==> config.mk <==
export PLATFORM = sky130hd
export DESIGN_NAME = ascii_dec_parser
export DESIGN_NICKNAME = d
export VERILOG_FILES = /design/src/rtl/ascii_dec_parser.sv
export SDC_FILE = /design/constraint.sdc
export NUM_CORES = 1
export LEC_CHECK = 0
export ABC_AREA = 1
export BUFFER_PORTS_ARGS = -buffer_cell sky130_fd_sc_hd__buf_2
export CAP_MARGIN = 0
export CORE_AREA = 8 8 80 82
export CTS_CLUSTER_DIAMETER = 60
export DETAILED_ROUTE_END_ITERATION = 12
export DIE_AREA = 0 0 88 90
export GPL_TIMING_DRIVEN = 0
export PLACE_DENSITY_LB_ADDON = 0.3
export RECOVER_POWER = 25
export SLEW_MARGIN = 20
export SYNTH_ARGS = -nofsm -noshare
export SYNTH_HDL_FRONTEND = slang
export SYNTH_SLANG_ARGS = --single-unit
==> constraint.sdc <==
create_clock -name clk -period 2.95 [get_ports clk]
set_input_delay 0.59 -clock clk [delete_from_list [all_inputs] [get_ports clk]]
set_output_delay 0.59 -clock clk [all_outputs]
set_load 0.01 [all_outputs]
==> src/rtl/ascii_dec_parser.sv <==
// Purpose: accumulate an ASCII decimal number from UART rx bytes, deliver it on CR/LF.
// Latency: value_valid/err pulse one cycle after the terminator byte is strobed.
// Backpressure: none; one byte per cycle is always accepted, so the source never stalls.
//
// Ports:
//   clk, rst           rising-edge clock, synchronous active-high reset
//   rx_data, rx_valid  byte from the UART receiver, valid for one cycle
//   value, digit_count last good number and its digit count, held between good frames
//   value_valid, err   one-cycle pulses: new value / frame discarded
//   busy               a frame is in progress
//   echo_data, echo_valid  (ASCDEC_ECHO_EN only) every consumed byte, one cycle late
//
// Optional build macro: ASCDEC_ECHO_EN adds the echo loop-back outputs.

module ascii_dec_parser #(
    parameter int MAX_DIGITS = 4,
    parameter int VAL_W      = 14
) (
    input  logic             clk,
    input  logic             rst,
    input  logic [7:0]       rx_data,
    input  logic             rx_valid,
    output logic [VAL_W-1:0] value,
    output logic             value_valid,
    output logic [3:0]       digit_count,
    output logic             err,
`ifdef ASCDEC_ECHO_EN
    output logic [7:0]       echo_data,
    output logic             echo_valid,
`endif
    output logic             busy
);

    localparam logic [1:0] S_IDLE  = 2'd0;
    localparam logic [1:0] S_ACCUM = 2'd1;
    localparam logic [1:0] S_ERR   = 2'd2;

    localparam logic [3:0] MAX_D = 4'(MAX_DIGITS);

    logic [1:0]       state, state_nxt;
    logic [VAL_W-1:0] acc, acc_nxt;
    logic [3:0]       digits, digits_nxt;
    logic             good_frame;
    logic             bad_frame;

    // Byte classification
    logic             is_digit;
    logic             is_term;
    logic [VAL_W-1:0] digit_ext;
    logic [VAL_W-1:0] acc_x10;

    assign is_digit  = (rx_data >= 8'h30) && (rx_data <= 8'h39);
    assign is_term   = (rx_data == 8'h0D) || (rx_data == 8'h0A);
    // For '0'..'9' the low nibble is the digit value directly.
    assign digit_ext = VAL_W'(rx_data[3:0]);
    // acc*10 as shift-add; VAL_W is sized so this never overflows within MAX_DIGITS.
    assign acc_x10   = (acc << 3) + (acc << 1);

    always_comb begin
        state_nxt  = state;
        acc_nxt    = acc;
        digits_nxt = digits;
        good_frame = 1'b0;
        bad_frame  = 1'b0;
        if (rx_valid) begin
            case (state)
                S_IDLE: begin
                    if (is_digit) begin
                        acc_nxt    = digit_ext;
                        digits_nxt = 4'd1;
                        state_nxt  = S_ACCUM;
                    end else if (!is_term) begin
                        state_nxt  = S_ERR;
                    end
                    // Stray terminators (CR/LF pairs, blank lines) are ignored.
                end
                S_ACCUM: begin
                    if (is_digit) begin
                        if (digits == MAX_D) begin
                            state_nxt = S_ERR;
                        end else begin
                            acc_nxt    = acc_x10 + digit_ext;
                            digits_nxt = digits + 4'd1;
                        end
                    end else if (is_term) begin
                        good_frame = 1'b1;
                        acc_nxt    = '0;
                        digits_nxt = 4'd0;
                        state_nxt  = S_IDLE;
                    end else begin
                        state_nxt  = S_ERR;
                    end
                end
                S_ERR: begin
                    // Swallow everything until the frame ends, then flag it once.
                    if (is_term) begin
                        bad_frame  = 1'b1;
                        acc_nxt    = '0;
                        digits_nxt = 4'd0;
                        state_nxt  = S_IDLE;
                    end
                end
                default: begin
                    state_nxt  = S_IDLE;
                    acc_nxt    = '0;
                    digits_nxt = 4'd0;
                end
            endcase
        end
    end

    always_ff @(posedge clk) begin
        if (rst) begin
            state       <= S_IDLE;
            acc         <= '0;
            digits      <= 4'd0;
            value       <= '0;
            digit_count <= 4'd0;
            value_valid <= 1'b0;
            err         <= 1'b0;
        end else begin
            state       <= state_nxt;
            acc         <= acc_nxt;
            digits      <= digits_nxt;
            value_valid <= good_frame;
            err         <= bad_frame;
            // Outputs only move on a good frame; error frames leave them intact.
            if (good_frame) begin
                value       <= acc;
                digit_count <= digits;
            end
        end
    end

    assign busy = (state != S_IDLE);

`ifdef ASCDEC_ECHO_EN
    // Loop-back path is independent of parser state: every consumed byte echoes.
    always_ff @(posedge clk) begin
        if (rst) begin
            echo_data  <= 8'h00;
            echo_valid <= 1'b0;
        end else begin
            echo_valid <= rx_valid;
            if (rx_valid) begin
                echo_data <= rx_data;
            end
        end
    end
`endif

endmodule

Word-level counts from Yosys, hierarchy flattened
Index checks and enable logic that the tools add are counted.
- bits in registers: 40
- bits of input ports: 11
- output and inout bits: 21
- logic and storage cells: 52
- $add $sub $neg: 3
- magnitude comparators: 2
- eq/ne operators: 10
- mux-type cells: 21
- bitwise logic cells: 2
- reduce and logical (&&, ||, !) cells: 7
- operators with widths (kind ; count):
    $mux 14 ; 4
    $pmux 14 s3 ; 1
    $eq 8x4->1 const B ; 2
    $mux 4 ; 4
    $add 14x14->14 ; 1
    $add 14x4->14 ; 1
    $mux 2 ; 6
    $pmux 4 s3 ; 1
    $ne 3x3->1 const B ; 3
    $ge 8x6->1 const B ; 1
    $le 8x6->1 const B ; 1
    $pmux 2 s3 ; 1
    $add 4x1->4 const B ; 1
    $eq 4x3->1 const B ; 1
    $mux 1 ; 4
    $ne 2x2->1 const B ; 2
    $reduce_and 4->1 ; 1
    $reduce_and 3->1 ; 1
    $reduce_or 3->1 ; 1
    $eq 2x1->1 const B ; 1
    $eq 2x2->1 const B ; 1
    $logic_not 2->1 ; 1
    $not 1->1 ; 2
    $reduce_bool 2->1 ; 1
    other kinds (2) ; 2

Depth between registers and ports, before layout
Gate-level depths: netlist of run 1.
- depth in word-level cells: 6
- depth in mapped cells: 14
- depth with buffers taken out: 14

Worst setup path after synthesis of run 1
No wires, ideal clock.
- path kind: in2reg
- from: input rx_data[3]
- to: register acc[10]
- library setup time: 0.134 ns
- arrival: 2.353 ns
- data required time: 2.816 ns
- slack: 0.464 ns
- stages: 13
- buffers on the path: 0
- cells stage by stage: fa_1 inv_1 fa_1 inv_1 nand3_1 nand3_1 nand2_1 nand3_1 nand2_1 o21ai_0 nand2_1 nand2_1 a21oi_1
- longest elaborated chain between the ends: 5
- elaborated cells between the ends (all ways): 14
- those cells by class: add/sub (1); order compare (2); eq/ne (4); mux (4); reduce/logical (3)
- RTL lines (what ; RTL line ; RTL):
    start: declaration ; 21 ; input logic [7:0] rx_data,
    parallel branches: the longest is 5 deep, another holds $add 14x4->14 ; -- ;
    end signal: assignment ; 123 ; acc <= acc_nxt;
    end: declaration ; 41 ; logic [VAL_W-1:0] acc, acc_nxt;
Several ways; the timed one is not identified. The select of a mux whose other input is x is not followed.
A chain may end at the register's enable or synchronous reset.

Final worst setup path of run 1
Same ends and word-level chain as after synthesis.

==> flow_summary.ini, run 1 <==
[sta]
finalSetupViolations = 0
tns_ns = 0
post-route-period-util_pct = 85.19
max_freq_ghz = 0.3979
slew_headroom_pct = 65.23
finalClockSkew_ns = 0.01081
tightest_slew_ns = 0.5216
hold_viol = 0
rsz0062_at_grt = no
final_max_slew_viol_count = 0
period_needed_ns = 2.513

[cells_and_area]
seq_area_um2 = 800.8
layout.nets = 492
antenna_cells = 0
post-route-util_pct = 59.12
syn_to_final_growth_pct = 12.51
fin_area_um2 = 3095
drive_above_1_share_pct = 8.991
multiInputGateArea_um2 = 1655
fillers = 534

[critical_path]
worst-endpoint-arrival_ns = 2.68
crit_chain = buf_2, fa_1, inv_1, fa_1, inv_1, nand3_1, nand3_1, nand2_1, nand3_1, nand2_1, o21ai_0, nand2_1, nand2_1, a21oi_1
crit_top_cell = nand2_1
end_kind = register
r2r_cells = 13
path_max_fanout = 3
required_ns = 3.12
cp_slowest_cell = fa_1
max_stage_delay_ns = 0.56
critPathLaunchType = input pin
crit_type = in -> reg

[place]
place_area_um2 = 2992
routabilityCongestion = 0.8762
port_buffers = 30
place_hpwl_mm = 5.286

[clocking]
clock_sinks = 40
cts.htree.levels = 2
clk_latency_ns = 0.30
ctsResizeCount = 0
post-cts-setup-buffer-count = 0
root_buffer = clkbuf_8
cts_tree = done
cts-hold-fix-buffers = 0
clkSlewWorstSetupHoldPaths_ns = 0.08
cts_inserted_buffers = 5
max-clock-path-buffers = 2

[synth]
ys_warn_count = 0
async_flop_share_pct = 0
mappedNetlistArea_um2 = 2751
netlist_instances = 418
syn_nets = 455
dominantRegCellSynth = dfxtp_1
synth_cell_types = 32
ys_ff_latch = 40
synth.avg_cell_area_um2 = 6.582
yosysTopAreaCell = dfxtp_1
yosysSeqAreaShare_pct = 29.10
synth-edff-count = 0
netlist.area_leader.share_pct = 29.10
ys_top_cells_by_area = dfxtp_1 (29%), nand2_1 (16%), ha_1 (11%)

[routing]
drt_iter0_drc = 121
wl_per_cell_um = 13.30
drc_errors = 0
vias = 2751
final_antenna_net_count = 0
drtPass1Iterations = 4
drt_wl_total_mm = 7.024
vias_per_cell = 5.210

[global_routing]
grt_pass1_vias = 2773
grt_antenna_before_repair = 0
grt_max_degree = 14
grt_pass1_wl_mm = 12.43
track_usage_pct = 18.95
grt_remaining_overflow = 0

[floorplanning]
start_util_pct = 52.54
design.core.area_um2 = 5236
die_w_um = 88
row_count = 27
die-area_um2 = 7920
chipHeight_um = 90
io_pins = 32

[min_path]
hold_depth = 2
min_path_type = reg -> reg

[pwr]
peakVddDrop_uv = 355.7
power_leakage_nw = 1.432
power_density_nw_per_um2 = 390.0

[outcome]
status = completed

[run]
maxCapViolations = 0
state kept, by name (all words and copies together) (netlist names):
name,cells
value,14
state,2
digits,4
digit_count,4
value_valid,1
acc,14
err,1
worst max-delay path: cells and delay by family:
kind                     cells  cell delay (ns)
AO/OA/AOI/OAI                2             0.23
adder cells (fa/ha/maj)      2             1.01
AND/OR/NAND/NOR              7             0.55
buffers and inverters        3             0.29
worst paths after layout:
path	start	slack [ns]	end
setup reg to reg	acc[2]$_SDFFE_PP0P_	0.48	acc[10]$_SDFFE_PP0P_
hold / removal	value[4]$_SDFFE_PP0P_	0.46	value[4]$_SDFFE_PP0P_
hold reg to reg	value[4]$_SDFFE_PP0P_	0.46	value[4]$_SDFFE_PP0P_
setup / recovery	rx_data[3]	0.44	acc[10]$_SDFFE_PP0P_
layout by cell type, fill, tap and decap left out, drive strengths merged:
| cell type | count |
|---|---|
| ha | 24 |
| nor3 | 1 |
| o21ai | 18 |
| or2 | 2 |
| clkinv | 1 |
| a211oi | 18 |
| a21o | 2 |
| nand3b | 1 |
| inv | 66 |
| a21oi | 30 |
| a22oi | 1 |
| dfxtp | 40 |
| fa | 2 |
| nand4 | 3 |
| xnor2 | 1 |
| clkbuf | 27 |
| nand2 | 117 |
| buf | 19 |
| o211ai | 2 |
| nor2 | 48 |
| bufinv | 1 |
| nand3 | 29 |
| xor2 | 3 |
cells in the mapped netlist, types with 2 or more instances:
cell type	n
xor2_1	3
buf_2	2
a21o_1	2
inv_1	64
fa_1	2
a21oi_1	28
o211ai_1	2
dfxtp_1	40
nand2_1	116
nor2_1	42
clkbuf_1	7
nand4_1	3
inv_2	2
nor2_2	4
a211oi_1	18
nand3_1	28
nor2_4	2
o21ai_0	16
ha_1	24
cells by family after synthesis:
| family | count (synthesis) | synth area share, % |
|---|---|---|
| and+or+nand+nor | 201 | 30.56 |
| adders and majority gates | 26 | 12.37 |
| buffers and inverters | 76 | 10.73 |
| DFF | 40 | 29.10 |
| xor gates and xnor gates | 4 | 1.274 |
| AOI/OAI and AO/OA | 71 | 15.96 |
stage by stage:
stage	worst slack, ns	std cells	hold WS (ns)	power, mW
after floorplan	0.4637	418	0.4709	0.6834
after global placement	0.1448	520	0.4425	0.7303
after detailed placement	0.1253	520	0.4420	0.7335
after CTS	0.4420	528	0.4598	1.207
after global routing	0.2570	528	0.4809	1.245
final	0.4369	528	0.4578	1.207
report_power, final:
part	total, mW	switching [mW]	internal (mW)
Clock	0.481	0.205	0.277
Sequential	0.562	0.0141	0.547
Combinational	0.164	0.111	0.0530
Total	1.21	0.330	0.877
layer usage:
metal / wire [µm] / track usage [%]
met2: 3290 / 32.64
met1: 3321 / 23.00
met3: 287 / 2.730
met4: 125 / 6.313
met5: 0 / 0
final cells by class:
type / count / area share, %
Multi-Input combinational cell: 302 / 53.48
Buffer: 10 / 1.536
Sequential cell: 40 / 25.87
Inverter: 66 / 8.003
Clock inverter: 2 / 1.253
Timing Repair Buffer: 30 / 4.285
Tap cell: 72 / 2.910
Clock buffer: 6 / 2.668
No activity file was read; power rests on OpenSTA's default activity.
==> inputs of run 2 (changes only) <==
--- a/config.mk
+++ b/config.mk
@@ -15,6 +15,7 @@
 export GPL_TIMING_DRIVEN = 0
 export PLACE_DENSITY_LB_ADDON = 0.3
 export RECOVER_POWER = 25
+export SETUP_SLACK_MARGIN = 0.5
 export SLEW_MARGIN = 20
 export SYNTH_ARGS = -nofsm -noshare
 export SYNTH_HDL_FRONTEND = slang
==> run 2 against run 1 <==
- die area is the same
- global-route usage shrank 0.56 points
- worst hold slack lost 0.0027 ns
- non-clock buffer count is the same
- clock power shrank 22%
- total power shrank 9.0%
==> flow_summary.ini, run 2 (synthesis results as in run 1) <==
[critical_path]
path_delay_family = adder cells
critPathLaunchType = input pin
crit_buf_inv = 3
path_max_fanout = 4
crit_chain = clkbuf_1, ha_1, ha_1, inv_1, fa_2, inv_2, nand3_1, nand3_2, nand2_1, nand3_1, nand2_1, o21ai_1, nand2_1, nand2_1, a21oi_1
crit_type = in -> reg
cp_slowest_cell = fa_2
max_stage_delay_ns = 0.41
worst-endpoint-arrival_ns = 2.48
end_kind = register
required_ns = 3.11
crit_top_cell = nand2_1

[cells_and_area]
layout.nets = 492
post-route-util_pct = 58.69
layout_common_cells = nand2_1 (116), inv_1 (63), nor2_1 (42)
seq_area_um2 = 802.0
fillers = 539
layout_commonest_cell = nand2_1
drive_above_1_share_pct = 9.430
syn_to_final_growth_pct = 11.69
largestRegisters = acc (14), value (14)
multiInputGateArea_um2 = 1663
antenna_cells = 0

[floorplanning]
die-area_um2 = 7920
io_pins = 32
die_w_um = 88
start_util_pct = 52.54
design.core.area_um2 = 5236
row_count = 27
chipHeight_um = 90

[global_routing]
grt_remaining_overflow = 0
grt_max_degree = 12
grt_antenna_before_repair = 0
track_usage_pct = 18.40
grt_pass1_vias = 2626
grt_pass1_wl_mm = 11.96

[pwr]
peakVddDrop_uv = 423.3
share_comb_of_total_power_pct = 14.8
power_density_nw_per_um2 = 357.6
p_int_uw = 791.4
switching_share_pct = 27.98
p_clk_share_pct = 34.1
switchingPower_uw = 307.4
power_leakage_nw = 1.421
p_seq_share_pct = 51.1

[place]
routabilityCongestion = 0.8834
dp_slack_ns = 0.2355
port_buffers = 30
place_hpwl_mm = 5.379

[sta]
finalClockSkew_ns = 0.005750
period_needed_ns = 2.319
slew_headroom_pct = 66.07
tns_ns = 0
tightest_slew_ns = 0.5090
hold_viol = 0
finalSetupViolations = 0
max_freq_ghz = 0.4313
rsz0062_at_grt = yes
setup_slack_ns = 0.6312
post-route-period-util_pct = 78.60
final_max_slew_viol_count = 0

[routing]
drc_errors = 0
vias = 2723
drt_wl_total_mm = 6.948
route.met3.wl_um = 310
drt_iter0_drc = 186
routed.top_layer = met4
final_antenna_net_count = 0
wl_met1_mm = 3.272
wl_per_cell_um = 13.16
route.met2.wl_mm = 3.269
drtPass1Iterations = 4
vias_per_cell = 5.157

[clocking]
cts_inserted_buffers = 5
cts-hold-fix-buffers = 0
clk_latency_ns = 0.29
clock_sinks = 40
cts_tree = done
clkSlewWorstSetupHoldPaths_ns = 0.07
max-clock-path-buffers = 2
root_buffer = clkbuf_8
cts.htree.levels = 2

[min_path]
min_path_type = reg -> reg

[run]
maxCapViolations = 0

[outcome]
status = completed
-- run 2: final cells by class --
class | count | area share, %
plain buffers | 10 | 1.547
clock buffers | 8 | 2.932
inverters | 66 | 8.062
multi-input cells | 302 | 54.11
flip-flops and latches | 40 | 26.10
well taps | 72 | 2.932
repair buffers | 30 | 4.316
-- run 2: layer usage --
metal / GRT usage [%] / vias up
met5: 0 / -
met2: 30.45 / 67
met3: 3.003 / 8
met4: 5.595 / 0
met1: 23.37 / 1228
li1: - / 1420
-- run 2: timing repair --
item	CTS	global route
setup buffers	0	0
endpoints found under the setup margin	0	3
gates resized for setup	0	3
-- run 2: per-stage QoR --
stage / cells / area [µm²] / hold WS [ns] / power (mW)
global route: 528 / 3073 / 0.4859 / 1.147
global placement: 520 / 2999 / 0.4425 / 0.7295
detailed placement: 520 / 2999 / 0.4460 / 0.7342
finish: 528 / 3073 / 0.4552 / 1.099
floorplan: 418 / 2759 / 0.4709 / 0.6837
CTS: 528 / 3089 / 0.4594 / 1.107
-- run 2: worst paths after layout --
| path | to | start | slack (ns) | cells past startpoint |
|---|---|---|---|---|
| worst min-delay path | value[1]$_SDFFE_PP0P_ | value[1]$_SDFFE_PP0P_ | 0.46 | 2 |
| worst max-delay path | acc[10]$_SDFFE_PP0P_ | rx_data[2] | 0.63 | 15 |
| worst min register to register | value[1]$_SDFFE_PP0P_ | value[1]$_SDFFE_PP0P_ | 0.46 | 2 |
| worst max register to register | acc[10]$_SDFFE_PP0P_ | acc[1]$_SDFFE_PP0P_ | 0.68 | 14 |
-- run 2: power groups by stage --
stage | clock network [mW] | registers [mW] | logic [mW]
2_1_floorplan | 0 | 0.570 | 0.114
3_3_place_gp | 0 | 0.574 | 0.156
3_5_place_dp | 0 | 0.574 | 0.160
4_1_cts | 0.384 | 0.561 | 0.162
5_1_grt | 0.404 | 0.563 | 0.180
6_report | 0.375 | 0.562 | 0.162
-- run 2: worst reg2reg max path: cells and delay by family (launching register included) --
kind                     cells  cell delay, ns
adder cells (fa/ha/maj)      3            0.92
AND/OR/NAND/NOR              7            0.50
flip-flops                   1            0.37
AO/OA/AOI/OAI                2            0.18
buffers and inverters        2            0.16
==> inputs of run 3 (changes only) <==
==> constraint.sdc (replaced) <==
create_clock -name clk -period 2.3 [get_ports clk]
set_input_delay 0.46 -clock clk [delete_from_list [all_inputs] [get_ports clk]]
set_output_delay 0.46 -clock clk [all_outputs]
set_load 0.01 [all_outputs]
==> run 3 against run 2 <==
- clock-buffer cell count is 2 lower
- sequential share of layout area is 2.5 points lower
- total power is 46% higher
- register-to-register slack worse by 0.55 ns
- non-clock buffer count is 18 higher
- via count is 5.0% higher
- final cell count is 3.4% higher
- largest cell class unchanged
- highest routed layer unchanged
==> flow_summary.ini, run 3 (synthesis results as in run 1) <==
[cells_and_area]
layout_commonest_cell = nand2_1
antenna_cells = 0
layout.nets = 510
layout_common_cells = nand2_1 (107), inv_1 (62), nor2_1 (40)
largestRegisters = acc (14), value (14)
fin_cells = 546
fillers = 457
drive_above_1_share_pct = 23.84
syn_to_final_growth_pct = 27.33

[critical_path]
critPathLaunchType = register
worst-endpoint-arrival_ns = 2.39
end_kind = register
crit_type = reg -> reg
required_ns = 2.52
path_max_fanout = 3

[routing]
vias_per_cell = 5.236
final_antenna_net_count = 0
vias = 2859
drc_errors = 0
drtPass1Iterations = 5
drt_wl_total_mm = 7.667
wl_per_cell_um = 14.04
drt_iter0_drc = 171

[global_routing]
grt_antenna_before_repair = 0
track_usage_pct = 18.88
grt_remaining_overflow = 0
grt_max_degree = 14
grt_pass1_wl_mm = 12.30
grt_pass1_vias = 2738

[floorplanning]
die_w_um = 88
io_pins = 32
row_count = 27
design.core.area_um2 = 5236
start_util_pct = 52.54
chipHeight_um = 90
die-area_um2 = 7920

[clocking]
root_buffer = clkbuf_8
clk_latency_ns = 0.29
cts.htree.levels = 2
clkSlewWorstSetupHoldPaths_ns = 0.08
max-clock-path-buffers = 2
clock_sinks = 40
cts_inserted_buffers = 5
cts_tree = done
cts-hold-fix-buffers = 0

[min_path]
min_path_type = in -> reg

[place]
port_buffers = 30
dp.cells = 520
routabilityCongestion = 0.8573
place_hpwl_mm = 5.305

[outcome]
status = completed

[run]
maxCapViolations = 0

[sta]
slew_headroom_pct = 62.67
finalClockSkew_ns = 0.004344
tightest_slew_ns = 0.5599
final_max_slew_viol_count = 0
max_freq_ghz = 0.4608
finalSetupViolations = 0
rsz0062_at_grt = yes
hold_viol = 0
post-route-period-util_pct = 94.36
period_needed_ns = 2.170

[pwr]
power_leakage_nw = 1.549
finalPower_mw = 1.608
peakVddDrop_uv = 537.0
power_density_nw_per_um2 = 458.9
-- run 3: cell type report --
| type | instances | area, µm² | area share, % |
|---|---|---|---|
| Buffer | 10 | 53.80 | 1.536 |
| Timing Repair Buffer | 48 | 271.5 | 7.750 |
| Multi-Input combinational cell | 302 | 1893 | 54.04 |
| Tap cell | 72 | 90.09 | 2.571 |
| Clock buffer | 6 | 82.58 | 2.357 |
| Inverter | 66 | 247.7 | 7.071 |
| Sequential cell | 40 | 825.8 | 23.57 |
| Clock inverter | 2 | 38.79 | 1.107 |
-- run 3: path summary, 6_finish.rpt --
path / from / end / slack [ns] / cells after the start
setup / recovery: acc[2]$_SDFFE_PP0P_ / acc[8]$_SDFFE_PP0P_ / 0.13 / 13
hold / removal: rx_data[0] / acc[0]$_SDFFE_PP0P_ / 0.44 / 3
setup reg to reg: acc[2]$_SDFFE_PP0P_ / acc[8]$_SDFFE_PP0P_ / 0.13 / 13
hold reg to reg: value[4]$_SDFFE_PP0P_ / value[4]$_SDFFE_PP0P_ / 0.46 / 2
-- run 3: critical path, cell delays in order (launching register included) --
cell and delay, ns:
dfxtp_4 0.36, fa_2 0.55, inv_2 0.04, fa_2 0.34, inv_2 0.08, nand3_2 0.08, nand3_4 0.09, nand2_2 0.06
a21o_1 0.16, nand3_2 0.06, nand2_2 0.05, nand2_1 0.05, nand2_1 0.05, a21oi_1 0.13
-- run 3: repair_timing --
| action | CTS | global route |
|---|---|---|
| buffers inserted | 5 | 13 |
| setup endpoints to repair | 16 | 37 |
| resized for setup | 18 | 44 |
| pin swaps | 5 | 20 |
-- run 3: power by group --
group          total [mW]  switching (mW)  internal, mW
Combinational       0.279           0.165         0.114
Sequential          0.719          0.0189         0.701
Clock               0.609           0.254         0.355
-- run 3: per-stage QoR --
stage	util, %	setup WS (ns)	setup TNS, ns	instance area, µm²	hold WS, ns
2_1_floorplan	-	0.1716	0	2786	0.4709
3_3_place_gp	57.80	-0.1274	-0.2388	3027	0.4431
3_5_place_dp	57.80	-0.1368	-0.2740	3027	0.4446
4_1_cts	61.89	0.1366	0	3241	0.4441
5_1_grt	66.91	0.006338	0	3503	0.4542
6_report	66.91	0.1298	0	3503	0.4432
-- run 3: per-layer routing --
layer  wire length, µm  vias to the layer above  track usage [%]
met3               319                       17            2.548
met2              3876                       72            31.76
met1              3326                     1321            23.55
met5                 0                        -                0
li1                  -                     1449                -
met4               145                        0            6.600
